==> src/rtl/store_narrow_rmw_pkg.sv <==
// Shared definitions for the narrowing store path.
// Contents: word width, store size encoding, FSM state encoding and the
// alignment / legality helper used when a request is accepted.
package store_narrow_rmw_pkg;

   localparam int unsigned WordW = 32;

   typedef enum logic [1:0] {
      SizeB = 2'b00,
      SizeH = 2'b01,
      SizeW = 2'b10,
      SizeX = 2'b11
   } size_e;

   // FSM encoding kept as plain constants so older tools and netlists can match it.
   localparam logic [2:0] StIdle = 3'd0;
   localparam logic [2:0] StRd   = 3'd1;
   localparam logic [2:0] StMrg  = 3'd2;
   localparam logic [2:0] StWr   = 3'd3;
   localparam logic [2:0] StDone = 3'd4;

   // 1 when the request cannot be performed: illegal size or misaligned address.
   function automatic logic is_misaligned(input size_e size, input logic [1:0] addr_lo);
      logic bad;
      case (size)
         SizeB:   bad = 1'b0;
         SizeH:   bad = addr_lo[0];
         SizeW:   bad = (addr_lo != 2'b00);
         default: bad = 1'b1;
      endcase
      return bad;
   endfunction

endpackage

==> src/rtl/store_narrow_rmw_if.sv <==
// Bus bundle between the MEM-stage store path, the narrowing store block and
// word-addressed data memory.
//   req_*   : store request handshake (valid/ready, byte address, data, size)
//   mem_*   : word memory port (address, read strobe, read data, write strobe, write data)
//   done_o, trunc_ovf_o, misalign_o : completion pulse and status
// Modport slave is the store block; master is the requester/memory side.
interface store_narrow_rmw_if
   import store_narrow_rmw_pkg::*;
#(
   parameter int unsigned ADDR_W = 32
);
   logic              req_valid_i;
   logic              req_ready_o;
   logic [ADDR_W-1:0] req_addr_i;
   logic [WordW-1:0]  req_data_i;
   logic [1:0]        req_size_i;
   logic [ADDR_W-1:0] mem_addr_o;
   logic              mem_rd_o;
   logic [WordW-1:0]  mem_rdata_i;
   logic              mem_wr_o;
   logic [WordW-1:0]  mem_wdata_o;
   logic              done_o;
   logic              trunc_ovf_o;
   logic              misalign_o;

   modport slave (
      input  req_valid_i, req_addr_i, req_data_i, req_size_i, mem_rdata_i,
      output req_ready_o, mem_addr_o, mem_rd_o, mem_wr_o, mem_wdata_o,
      output done_o, trunc_ovf_o, misalign_o
   );

   modport master (
      output req_valid_i, req_addr_i, req_data_i, req_size_i, mem_rdata_i,
      input  req_ready_o, mem_addr_o, mem_rd_o, mem_wr_o, mem_wdata_o,
      input  done_o, trunc_ovf_o, misalign_o
   );

endinterface

==> src/rtl/store_narrow_rmw_lane_merge.sv <==
// Combinational little-endian lane merge for sub-word stores.
//   old_i       : current memory word
//   data_i      : register value to store
//   size_i      : byte / half / word / illegal
//   addr_lo_i   : byte offset within the word
//   merged_o    : old_i with the addressed lane(s) replaced by the narrowed data
//   trunc_ovf_o : data does not round-trip through sign extension from the store size
module store_narrow_rmw_lane_merge
   import store_narrow_rmw_pkg::*;
(
   input  logic [WordW-1:0] old_i,
   input  logic [WordW-1:0] data_i,
   input  size_e            size_i,
   input  logic [1:0]       addr_lo_i,
   output logic [WordW-1:0] merged_o,
   output logic             trunc_ovf_o
);

   always_comb begin
      merged_o    = old_i;
      trunc_ovf_o = 1'b0;
      case (size_i)
         SizeB: begin
            merged_o[{addr_lo_i, 3'b000} +: 8] = data_i[7:0];
            trunc_ovf_o = (data_i[31:8] != {24{data_i[7]}});
         end
         SizeH: begin
            if (addr_lo_i[1]) begin
               merged_o[31:16] = data_i[15:0];
            end else begin
               merged_o[15:0] = data_i[15:0];
            end
            trunc_ovf_o = (data_i[31:16] != {16{data_i[15]}});
         end
         SizeW:   merged_o = data_i;
         default: merged_o = old_i;
      endcase
   end

endmodule

==> src/rtl/store_narrow_rmw.sv <==
// Narrowing store unit: writes byte/half/word stores into word-only memory,
// using read-modify-write for sub-word sizes. One request in flight.
//   clk_i  : clock
//   rst_i  : synchronous active-low reset
//   bus_io : request handshake, word memory port and completion status
// All memory strobes and status outputs come from registered state only.
module store_narrow_rmw
   import store_narrow_rmw_pkg::*;
#(
   parameter int unsigned ADDR_W = 32,
   parameter int unsigned DATA_W = 32
) (
   input  logic               clk_i,
   input  logic               rst_i,
   store_narrow_rmw_if.slave  bus_io
);

   logic [2:0]        state_q, state_d;
   logic [ADDR_W-1:0] addr_q, addr_d;
   logic [WordW-1:0]  data_q, data_d;
   size_e             size_q, size_d;
   logic [DATA_W-1:0] merged_q, merged_d;
   logic              ovf_q, ovf_d;
   logic              err_q, err_d;

   logic [WordW-1:0]  merge_word;
   logic              merge_ovf;

   store_narrow_rmw_lane_merge u_lane_merge (
      .old_i       (bus_io.mem_rdata_i),
      .data_i      (data_q),
      .size_i      (size_q),
      .addr_lo_i   (addr_q[1:0]),
      .merged_o    (merge_word),
      .trunc_ovf_o (merge_ovf)
   );

   always_comb begin
      state_d  = state_q;
      addr_d   = addr_q;
      data_d   = data_q;
      size_d   = size_q;
      merged_d = merged_q;
      ovf_d    = ovf_q;
      err_d    = err_q;
      case (state_q)
         StIdle: begin
            if (bus_io.req_valid_i) begin
               addr_d   = bus_io.req_addr_i;
               data_d   = bus_io.req_data_i;
               size_d   = size_e'(bus_io.req_size_i);
               err_d    = is_misaligned(size_e'(bus_io.req_size_i), bus_io.req_addr_i[1:0]);
               ovf_d    = 1'b0;
               // Word stores write the register value as-is; sub-word stores
               // overwrite this in the merge cycle.
               merged_d = bus_io.req_data_i;
               if (err_d) begin
                  state_d = StDone;
               end else if (size_e'(bus_io.req_size_i) == SizeW) begin
                  state_d = StWr;
               end else begin
                  state_d = StRd;
               end
            end
         end
         StRd:   state_d = StMrg;
         StMrg: begin
            merged_d = merge_word;
            ovf_d    = merge_ovf;
            state_d  = StWr;
         end
         StWr:    state_d = StDone;
         StDone:  state_d = StIdle;
         default: state_d = StIdle;
      endcase
   end

   always_ff @(posedge clk_i) begin
      if (!rst_i) begin
         state_q  <= StIdle;
         addr_q   <= '0;
         data_q   <= '0;
         size_q   <= SizeB;
         merged_q <= '0;
         ovf_q    <= 1'b0;
         err_q    <= 1'b0;
      end else begin
         state_q  <= state_d;
         addr_q   <= addr_d;
         data_q   <= data_d;
         size_q   <= size_d;
         merged_q <= merged_d;
         ovf_q    <= ovf_d;
         err_q    <= err_d;
      end
   end

   assign bus_io.req_ready_o = (state_q == StIdle);
   assign bus_io.mem_rd_o    = (state_q == StRd);
   assign bus_io.mem_wr_o    = (state_q == StWr);
   assign bus_io.done_o      = (state_q == StDone);
   assign bus_io.trunc_ovf_o = (state_q == StDone) & ovf_q;
   assign bus_io.misalign_o  = (state_q == StDone) & err_q;
   assign bus_io.mem_addr_o  = {addr_q[ADDR_W-1:2], 2'b00};
   assign bus_io.mem_wdata_o = merged_q;

endmodule
==> src/flat_wrapper.sv <==
// flat-port wrapper written by rule: the top's interface ports become plain ports
module store_narrow_rmw_flat import store_narrow_rmw_pkg::*;
#(
   parameter int unsigned ADDR_W = 32,
   parameter int unsigned DATA_W = 32
)
  (clk_i, rst_i, bus_io_req_valid_i, bus_io_req_addr_i, bus_io_req_data_i, bus_io_req_size_i, bus_io_mem_rdata_i, bus_io_req_ready_o, bus_io_mem_addr_o, bus_io_mem_rd_o, bus_io_mem_wr_o, bus_io_mem_wdata_o, bus_io_done_o, bus_io_trunc_ovf_o, bus_io_misalign_o);
  store_narrow_rmw_if #(.ADDR_W(ADDR_W)) bus_io_i ();
  input  logic clk_i;
  input  logic rst_i;
  input wire logic [$bits(bus_io_i.req_valid_i)-1:0] bus_io_req_valid_i;
  input wire logic [$bits(bus_io_i.req_addr_i)-1:0] bus_io_req_addr_i;
  input wire logic [$bits(bus_io_i.req_data_i)-1:0] bus_io_req_data_i;
  input wire logic [$bits(bus_io_i.req_size_i)-1:0] bus_io_req_size_i;
  input wire logic [$bits(bus_io_i.mem_rdata_i)-1:0] bus_io_mem_rdata_i;
  output wire logic [$bits(bus_io_i.req_ready_o)-1:0] bus_io_req_ready_o;
  output wire logic [$bits(bus_io_i.mem_addr_o)-1:0] bus_io_mem_addr_o;
  output wire logic [$bits(bus_io_i.mem_rd_o)-1:0] bus_io_mem_rd_o;
  output wire logic [$bits(bus_io_i.mem_wr_o)-1:0] bus_io_mem_wr_o;
  output wire logic [$bits(bus_io_i.mem_wdata_o)-1:0] bus_io_mem_wdata_o;
  output wire logic [$bits(bus_io_i.done_o)-1:0] bus_io_done_o;
  output wire logic [$bits(bus_io_i.trunc_ovf_o)-1:0] bus_io_trunc_ovf_o;
  output wire logic [$bits(bus_io_i.misalign_o)-1:0] bus_io_misalign_o;
  assign bus_io_i.req_valid_i = bus_io_req_valid_i;
  assign bus_io_i.req_addr_i = bus_io_req_addr_i;
  assign bus_io_i.req_data_i = bus_io_req_data_i;
  assign bus_io_i.req_size_i = bus_io_req_size_i;
  assign bus_io_i.mem_rdata_i = bus_io_mem_rdata_i;
  assign bus_io_req_ready_o = bus_io_i.req_ready_o;
  assign bus_io_mem_addr_o = bus_io_i.mem_addr_o;
  assign bus_io_mem_rd_o = bus_io_i.mem_rd_o;
  assign bus_io_mem_wr_o = bus_io_i.mem_wr_o;
  assign bus_io_mem_wdata_o = bus_io_i.mem_wdata_o;
  assign bus_io_done_o = bus_io_i.done_o;
  assign bus_io_trunc_ovf_o = bus_io_i.trunc_ovf_o;
  assign bus_io_misalign_o = bus_io_i.misalign_o;
  store_narrow_rmw #(.ADDR_W(ADDR_W), .DATA_W(DATA_W)) u_core (.clk_i(clk_i), .rst_i(rst_i), .bus_io(bus_io_i));
endmodule
==> config.mk <==
export PLATFORM = sky130hd
export DESIGN_NAME = store_narrow_rmw_flat
export DESIGN_NICKNAME = d
export VERILOG_FILES = /design/src/rtl/store_narrow_rmw_pkg.sv /design/src/rtl/store_narrow_rmw_if.sv /design/src/rtl/store_narrow_rmw_lane_merge.sv /design/src/rtl/store_narrow_rmw.sv /design/src/flat_wrapper.sv
export SDC_FILE = /design/constraint.sdc
export NUM_CORES = 1
export LEC_CHECK = 0
export BUFFER_PORTS_ARGS = -buffer_cell sky130_fd_sc_hd__buf_2
export CORE_ASPECT_RATIO = 0.75
export CORE_UTILIZATION = 46
export DETAILED_ROUTE_END_ITERATION = 7
export GPL_TIMING_DRIVEN = 0
export PLACE_DENSITY = 0.76
export SLEW_MARGIN = 20
export SYNTH_ARGS = -nofsm -noshare
export SYNTH_HDL_FRONTEND = slang
export SYNTH_SLANG_ARGS = --single-unit
==> constraint.sdc <==
create_clock -name clk_i -period 1.9 [get_ports clk_i]
set_clock_uncertainty 0.05 [all_clocks]
set_input_delay 0.285 -clock clk_i [delete_from_list [all_inputs] [get_ports clk_i]]
set_output_delay 0.285 -clock clk_i [all_outputs]
set_load 0.02 [all_outputs]
==> run_results.csv, run 1 <==
group,metric,value,unit
cells_and_area,num-fill-cells,1047,
yosys,ys_async_sr_fraction,0,%
setup_path,critPathArrivalTime,1.97,ns
route,drtAntennaViolNets,0,
pwr,comb_power_share,28.1,%
route,dr.max_layer_used,"met4",
yosys,avgSynthCellArea,8.35,um^2
clock_tree,cts_buffers,9,
yosys,ys.warnings.count,0,
grt,grt_max_degree,17,
sta,timing.setup.tns,0,ns
sta,hold_viol_final,0,
pwr,internal_power,4.10,mW
place,dpl.hpwl,13500,um
pwr,power_frac_clock,30.2,%
pwr,p_sw,2.06,mW
die,die_w,126,um
setup_path,cp_top_family,"compound AO/OA/AOI/OAI gates",
cells_and_area,diodes,0,
sta,relSlewSlack,54.9,%
place,gp_congestion,0.915,
route,firstDrtPassIters,6,
clock_tree,cts_tree,"done",
sta,finalCriticalPeriod,1.81,ns
route,wl_met3,1600,um
setup_path,path_class,"reg -> reg",
die,initial_core_util,47.8,%
sta,worst_pin_slew,0.674,ns
place,portBuffers,168,
grt,grt_use_total,30.6,%
yosys,synth_top_area_share,39.0,%
yosys,synth_area,5290,um^2
sta,fmax,0.554,GHz
route,m1WireLength,8370,um
clock_tree,clock_sinks,103,
clock_tree,clkSlewWorstSetupHoldPaths,0.07,ns
die,coreArea,11100,um^2
grt,grt_first_pass_wirelength,27900,um
die,die_area,11900,um^2
clock_tree,ctsHoldBuffers,0,
yosys,synth_edf_count,0,
setup_path,crit_path_top_delay_cell,"a211o_1",
setup_path,crit_fanout,8,
route,drtIter0Drc,485,
job,drv_cap,0,
yosys,ys_seq_area_share,39.0,%
setup_path,cp-start-kind,"register",
yosys,ys.flop_type,"dfxtp_1",
pwr,ir_drop,446,uV
die,io_pins,171,
pwr,sw_frac_of_total,33.5,%
die,dieHeight,94.8,um
route,routed_wl,18100,um
grt,first_global_vias,5191,
route,drc,0,
route,viasPerCell,5.80,
cells_and_area,nets,923,
setup_path,cp.required,2.06,ns
grt,grt-ovfl-total,0,
route,vias,5582,
clock_tree,clockBufferDepth,2,
cells_and_area,layout-drive-gt1-share,35.0,%
setup_path,r2r_slack,0.09,ns
yosys,ys_top_cells_by_area,"dfxtp_1 (39%), nand2_1 (9.9%), a21oi_1 (8.0%)",
clock_tree,htreeDepth,3,
yosys,synthDistinctLibCells,61,
cells_and_area,utilization,61.1,%
pwr,seqPwrFrac,41.7,%
yosys,ys_seq_elements,103,
die,fp-row-count,33,
yosys,synth_top_area_cell,"dfxtp_1",
yosys,synth.most_common_cell,"nand2_1",
pwr,p_per_area,912,nW/um^2
yosys,netlist_instances,633,
setup_path,slowest_delay,0.40,ns
sta,setup_violations,0,
cells_and_area,area_growth,28.0,%
sta,rsz0062_at_grt,"false",
sta,min_period_over_period,95.0,%
sta,maxSlewViolCount,0,
route,wl_per_cell,18.9,um
setup_path,end_kind,"register",
pwr,p_leak,2.89,nW
grt,antenna_found_initial,0,
route,dr_wl_met2,7950,um
setup_path,worstPathCellList,"buf_12 > inv_2 > ha_4 > and3b_1 > a211o_1 > nand3_1 > a21oi_1",
status,run_status,"finished clean",
clock_tree,clk_latency,0.35,ns
yosys,yosys-top-cells-count,"nand2_1 (140), dfxtp_1 (103), a21oi_1 (85)",
clock_tree,root_buffer,"clkbuf_16",
worst_hold_path,hp-class,"in -> reg",
setup_path,worst-path-buf-inv,2,
-- cell type report --
class / instances / area, um^2 / share of cell area [%]
repair buffers: 173 / 882 / 13.0
clock buffers: 11 / 233 / 3.44
inverters: 6 / 22.5 / 0.333
multi-input cells: 442 / 2770 / 41.0
well taps: 140 / 175 / 2.59
plain buffers: 82 / 551 / 8.14
flip-flops and latches: 103 / 2070 / 30.6
clock inverters: 5 / 58.8 / 0.870
-- layer usage --
| metal | global-route usage (%) | vias up |
|---|---|---|
| li1 | - | 2642 |
| met1 | 42.9 | 2635 |
| met2 | 47.3 | 280 |
| met3 | 7.42 | 25 |
| met4 | 7.43 | 0 |
| met5 | 0 | - |
-- what timing repair did --
item | 4_1_cts | 5_1_grt
gates resized for setup | 24 | 12
cloned | 0 | 0
hold endpoints to repair | 0 | 0
setup endpoints to repair | 32 | 33
pin swaps | 6 | 2
setup buffers | 5 | 0
-- final timing paths --
kind | depth (start not counted) | start | to
max | 7 | u_core.addr_q[1] | u_core.bus_io.mem_wdata_o[6]
min | 3 | bus_io_req_addr_i[4] | u_core.addr_q[4]
max reg2reg | 7 | u_core.addr_q[1] | u_core.bus_io.mem_wdata_o[6]
min reg2reg | 2 | u_core.addr_q[15] | u_core.addr_q[15]
-- kinds of logic after synthesis --
logic type,count (synthesis),share of synthesized area (%)
compound gates,201,25.6
simple gates,211,19.1
other cells,1,0.0710
flops,103,39.0
mux,23,4.62
buf+inv,89,10.5
fa+ha+maj,5,1.18
-- worst reg2reg max path: cells and delay by family (launching register included) --
kind | cells | cell delay, ns
buffers and inverters | 2 | 0.16
adder cells (fa/ha/maj) | 1 | 0.29
AO/OA/AOI/OAI | 2 | 0.47
flip-flops | 1 | 0.39
AND/OR/NAND/NOR | 2 | 0.32
-- sequential cells by signal, summed over array words and instances (netlist names) --
name	cells
u_core.bus_io.mem_wdata_o	32
u_core.data_q	32
u_core.state_q	3
u_core.addr_q	32
u_core.ovf_q	1
u_core.size_q	2
u_core.err_q	1
-- per-stage QoR --
stage / instance area (um^2) / setup slack (ns) / hold slack (ns) / instances / total power, mW
after floorplan: 5300 / -0.00409 / 0.368 / 634 / 3.66
final: 6760 / 0.0945 / 0.125 / 962 / 6.17
after global routing: 6760 / 0.00484 / 0.113 / 962 / 6.44
after detailed placement: 6320 / -0.429 / 0.396 / 942 / 4.25
after global placement: 6320 / -0.430 / 0.390 / 942 / 4.21
after CTS: 6750 / 0.0249 / 0.113 / 963 / 6.14
-- power by group through the flow --
| stage | sequential (mW) | clock [mW] | combinational (mW) |
|---|---|---|---|
| after global placement | 2.59 | 0 | 1.61 |
| final | 2.57 | 1.86 | 1.73 |
| after global routing | 2.59 | 1.98 | 1.87 |
| after floorplan | 2.63 | 0 | 1.04 |
| after detailed placement | 2.60 | 0 | 1.65 |
| after CTS | 2.56 | 1.87 | 1.71 |
-- placed cells by master, fill, tap and decap left out, types with 10 or more instances in the layout --
master,instances
a22oi_1,25
a222oi_1,15
o21ai_1,10
dfxtp_1,100
clkbuf_1,19
nand3_1,18
nand2_1,140
o2bb2ai_1,14
mux2i_1,11
o22ai_1,10
a21oi_1,85
buf_2,179
buf_4,43
Power figures use the tool's default switching activity.
==> run 2, diff against run 1 <==
--- a/config.mk
+++ b/config.mk
@@ -7,11 +7,12 @@
 export LEC_CHECK = 0
 export BUFFER_PORTS_ARGS = -buffer_cell sky130_fd_sc_hd__buf_2
 export CORE_ASPECT_RATIO = 0.75
-export CORE_UTILIZATION = 46
+export CORE_UTILIZATION = 47
 export DETAILED_ROUTE_END_ITERATION = 7
 export GPL_TIMING_DRIVEN = 0
-export PLACE_DENSITY = 0.76
+export PLACE_DENSITY = 0.77
 export SLEW_MARGIN = 20
 export SYNTH_ARGS = -nofsm -noshare
 export SYNTH_HDL_FRONTEND = slang
+export SYNTH_HIERARCHICAL = 1
 export SYNTH_SLANG_ARGS = --single-unit
==> run 2 against run 1 <==
Against the previous run: the flow now finishes with violations (negative setup slack); combinational power grew 9%; synthesized cell count grew 10%; critical path depth grew 4; sequential share of layout area shrank 2.9 points; routed wire length grew 0.23%; worst hold slack lost 0.014 ns; total power grew 1.9%; utilization grew 1.9 points; global-route usage shrank 2.6 points; non-clock buffer count grew 12; maximum frequency shrank 17%; area after synthesis grew 10%; largest cell class unchanged.
==> run_results.csv, run 2 <==
group,metric,value,unit
place,gp_congestion,0.951,
place,preCtsSetupSlack,-0.495,ns
cells_and_area,utilization,63.0,%
clock_tree,clock_sinks,103,
die,dieHeight,98.4,um
pwr,power_frac_clock,29.2,%
cells_and_area,num-fill-cells,1102,
yosys,netlist_instances,696,
die,die_w,130,um
clock_tree,cts_tree,"done",
setup_path,crit_fanout,8,
cells_and_area,area_growth,28.1,%
yosys,synthDistinctLibCells,55,
sta,fmax,0.459,GHz
yosys,synth_top_area_cell,"dfxtp_1",
place,dpl.cell_count,1027,
setup_path,end_kind,"register",
yosys,yosys-top-cells-count,"nand2_1 (154), dfxtp_1 (103), a21boi_1 (59)",
die,io_pins,171,
grt,grt-ovfl-total,0,
yosys,synth.most_common_cell,"nand2_1",
die,die_area,12800,um^2
pwr,p_per_area,843,nW/um^2
sta,relSlewSlack,59.6,%
die,coreArea,11800,um^2
yosys,synth_area,5820,um^2
route,drc,0,
yosys,ys.flop_type,"dfxtp_1",
cells_and_area,diodes,0,
die,fp-row-count,34,
sta,holdWs,0.111,ns
setup_path,path_common_cell,"buf_6",
yosys,ys_async_sr_fraction,0,%
setup_path,cp.required,2.14,ns
clock_tree,clk_latency,0.35,ns
worst_hold_path,hp-start,"bus_io_req_addr_i[7]",
route,routed_wl,18200,um
route,wl_per_cell,17.3,um
yosys,synth_top_area_share,35.4,%
sta,maxSlewViolCount,0,
setup_path,path_class,"reg -> reg",
pwr,comb_power_share,30.1,%
yosys,ys_seq_elements,103,
cells_and_area,layout-drive-gt1-share,37.1,%
job,drv_cap,0,
pwr,seqPwrFrac,40.7,%
place,dpl.hpwl,13100,um
sta,hold_viol_final,0,
pwr,internal_power,4.12,mW
setup_path,cp-start-kind,"register",
status,run_status,"finished, violations left",
setup_path,cp_top_family,"buffers and inverters",
sta,worst_pin_slew,0.605,ns
grt,first_global_vias,5192,
grt,grt_first_pass_wirelength,27400,um
die,initial_core_util,49.2,%
cells_and_area,final_cell_mix,"buf_2 (178), nand2_1 (154), dfxtp_1 (101)",
setup_path,r2r-start,"u_core/addr_q[1]",
yosys,synth_edf_count,0,
pwr,ir_drop,576,uV
cells_and_area,multi_input_area,3250,um^2
yosys,ys.warnings.count,6,
pwr,p_sw,2.17,mW
route,drtIter0Drc,525,
setup_path,crit_path_top_delay_cell,"dfxtp_4",
setup_path,worstPathCellList,"buf_8 > clkbuf_16 > inv_8 > ha_4 > buf_4 > buf_6 > nor4b_4 > buf_6 > a2bb2oi_2 > o21ai_2 > a221o_1",
setup_path,worst-path-buf-inv,6,
setup_path,crit_path_start,"u_core/addr_q[1]",
grt,antenna_found_initial,0,
setup_path,slowest_delay,0.37,ns
cells_and_area,instances_no_fill,1051,
place,portBuffers,168,
cells_and_area,mostFrequentLayoutCell,"buf_2",
yosys,ys_top_cells_by_area,"dfxtp_1 (35%), nand2_1 (9.9%), a21boi_1 (7.6%)",
clock_tree,clockBufferDepth,2,
sta,setup_violations,32,
cells_and_area,regArea,2070,um^2
route,drtAntennaViolNets,0,
yosys,ys_seq_area_share,35.4,%
route,viasPerCell,5.60,
grt,grt_use_total,28.0,%
route,vias,5890,
sta,rsz0062_at_grt,"true",
sta,min_period_over_period,115,%
clock_tree,root_buffer,"clkbuf_16",
sta,finalCriticalPeriod,2.18,ns
pwr,sw_frac_of_total,34.5,%
sta,fin_ws,-0.280,ns
cells_and_area,nets,990,
worst_hold_path,hp-class,"in -> reg",
yosys,avgSynthCellArea,8.36,um^2
clock_tree,clkSlewWorstSetupHoldPaths,0.08,ns
route,firstDrtPassIters,5,
setup_path,critPathArrivalTime,2.42,ns
clock_tree,htreeDepth,3,
pwr,p_leak,3.50,nW
clock_tree,cts_buffers,9,
grt,grt_max_degree,20,
status,violations,"negative setup slack",
==> run 2: cell types whose count changed after synthesis, moves of 15 or more <==
cell       delta
a21oi_1      -68
a21boi_1     +59
a221o_1      +30
and3_1       +29
o21ai_0      +18
a2bb2oi_1    +16
nand3_1      -16
a222oi_1     -15
mux2_2       +15
==> run 2: path summary, 6_finish.rpt <==
check / to / slack [ns] / cells after the start
hold reg to reg: u_core/addr_q[4] / 0.40 / 2
setup reg to reg: u_core/bus_io.mem_wdata_o[30] / -0.28 / 11
setup / recovery: u_core/bus_io.mem_wdata_o[30] / -0.28 / 11
hold / removal: u_core/addr_q[7] / 0.11 / 3
==> run 2: per-layer routing <==
metal,global-route usage (%),share of wire [%],vias up
li1,-,-,2823
met1,40.9,46,2743
met2,41.1,42,298
met3,5.64,9.6,26
met4,8.66,1.7,0
met5,0,0,-
==> run 2: stage by stage <==
| step | area [um^2] | power (mW) | setup TNS, ns |
|---|---|---|---|
| 2_1_floorplan | 5880 | 3.79 | -1.27 |
| 6_report | 7450 | 6.28 | -6.41 |
| 3_5_place_dp | 6920 | 4.37 | -7.77 |
| 5_1_grt | 7450 | 6.57 | -8.05 |
| 3_3_place_gp | 6920 | 4.35 | -7.61 |
| 4_1_cts | 7410 | 6.26 | -5.06 |
==> run 2: cells by family after synthesis <==
| family | synth area share (%) |
|---|---|
| compound gates | 27.3 |
| fa+ha+maj | 1.08 |
| buf+inv | 11.6 |
| flops | 35.4 |
| mux | 4.49 |
| other cells | 0.0645 |
| simple gates | 20.0 |
==> run 2: power groups by stage <==
stage / Sequential, mW / Combinational, mW / Clock [mW]
detailed placement: 2.59 / 1.78 / 0
finish: 2.56 / 1.89 / 1.83
floorplan: 2.64 / 1.15 / 0
global route: 2.58 / 2.04 / 1.95
CTS: 2.55 / 1.85 / 1.86
global placement: 2.59 / 1.76 / 0
==> run 2: layout make-up <==
| type | instances | area share [%] |
|---|---|---|
| sequential | 103 | 27.7 |
| tap | 162 | 2.72 |
| inverter | 19 | 1.06 |
| buffer | 90 | 8.59 |
| clock buffer | 9 | 3.02 |
| timing repair buffer | 177 | 12.3 |
| clock inverter | 7 | 0.890 |
| multi-input combinational | 484 | 43.6 |
==> run 2: tightest hold or removal path: cells and delay by family <==
kind,cells,cell delay (ns)
compound gates,1,0.05
simple gates,1,0.04
buf+inv,1,0.09
==> run 2: timing repair <==
action / 4_1_cts / 5_1_grt
pin swaps: 35 / 22
endpoints found under the setup margin: 32 / 39
gates resized for setup: 36 / 10
setup buffers: 8 / 1
hold buffers: 0 / 0
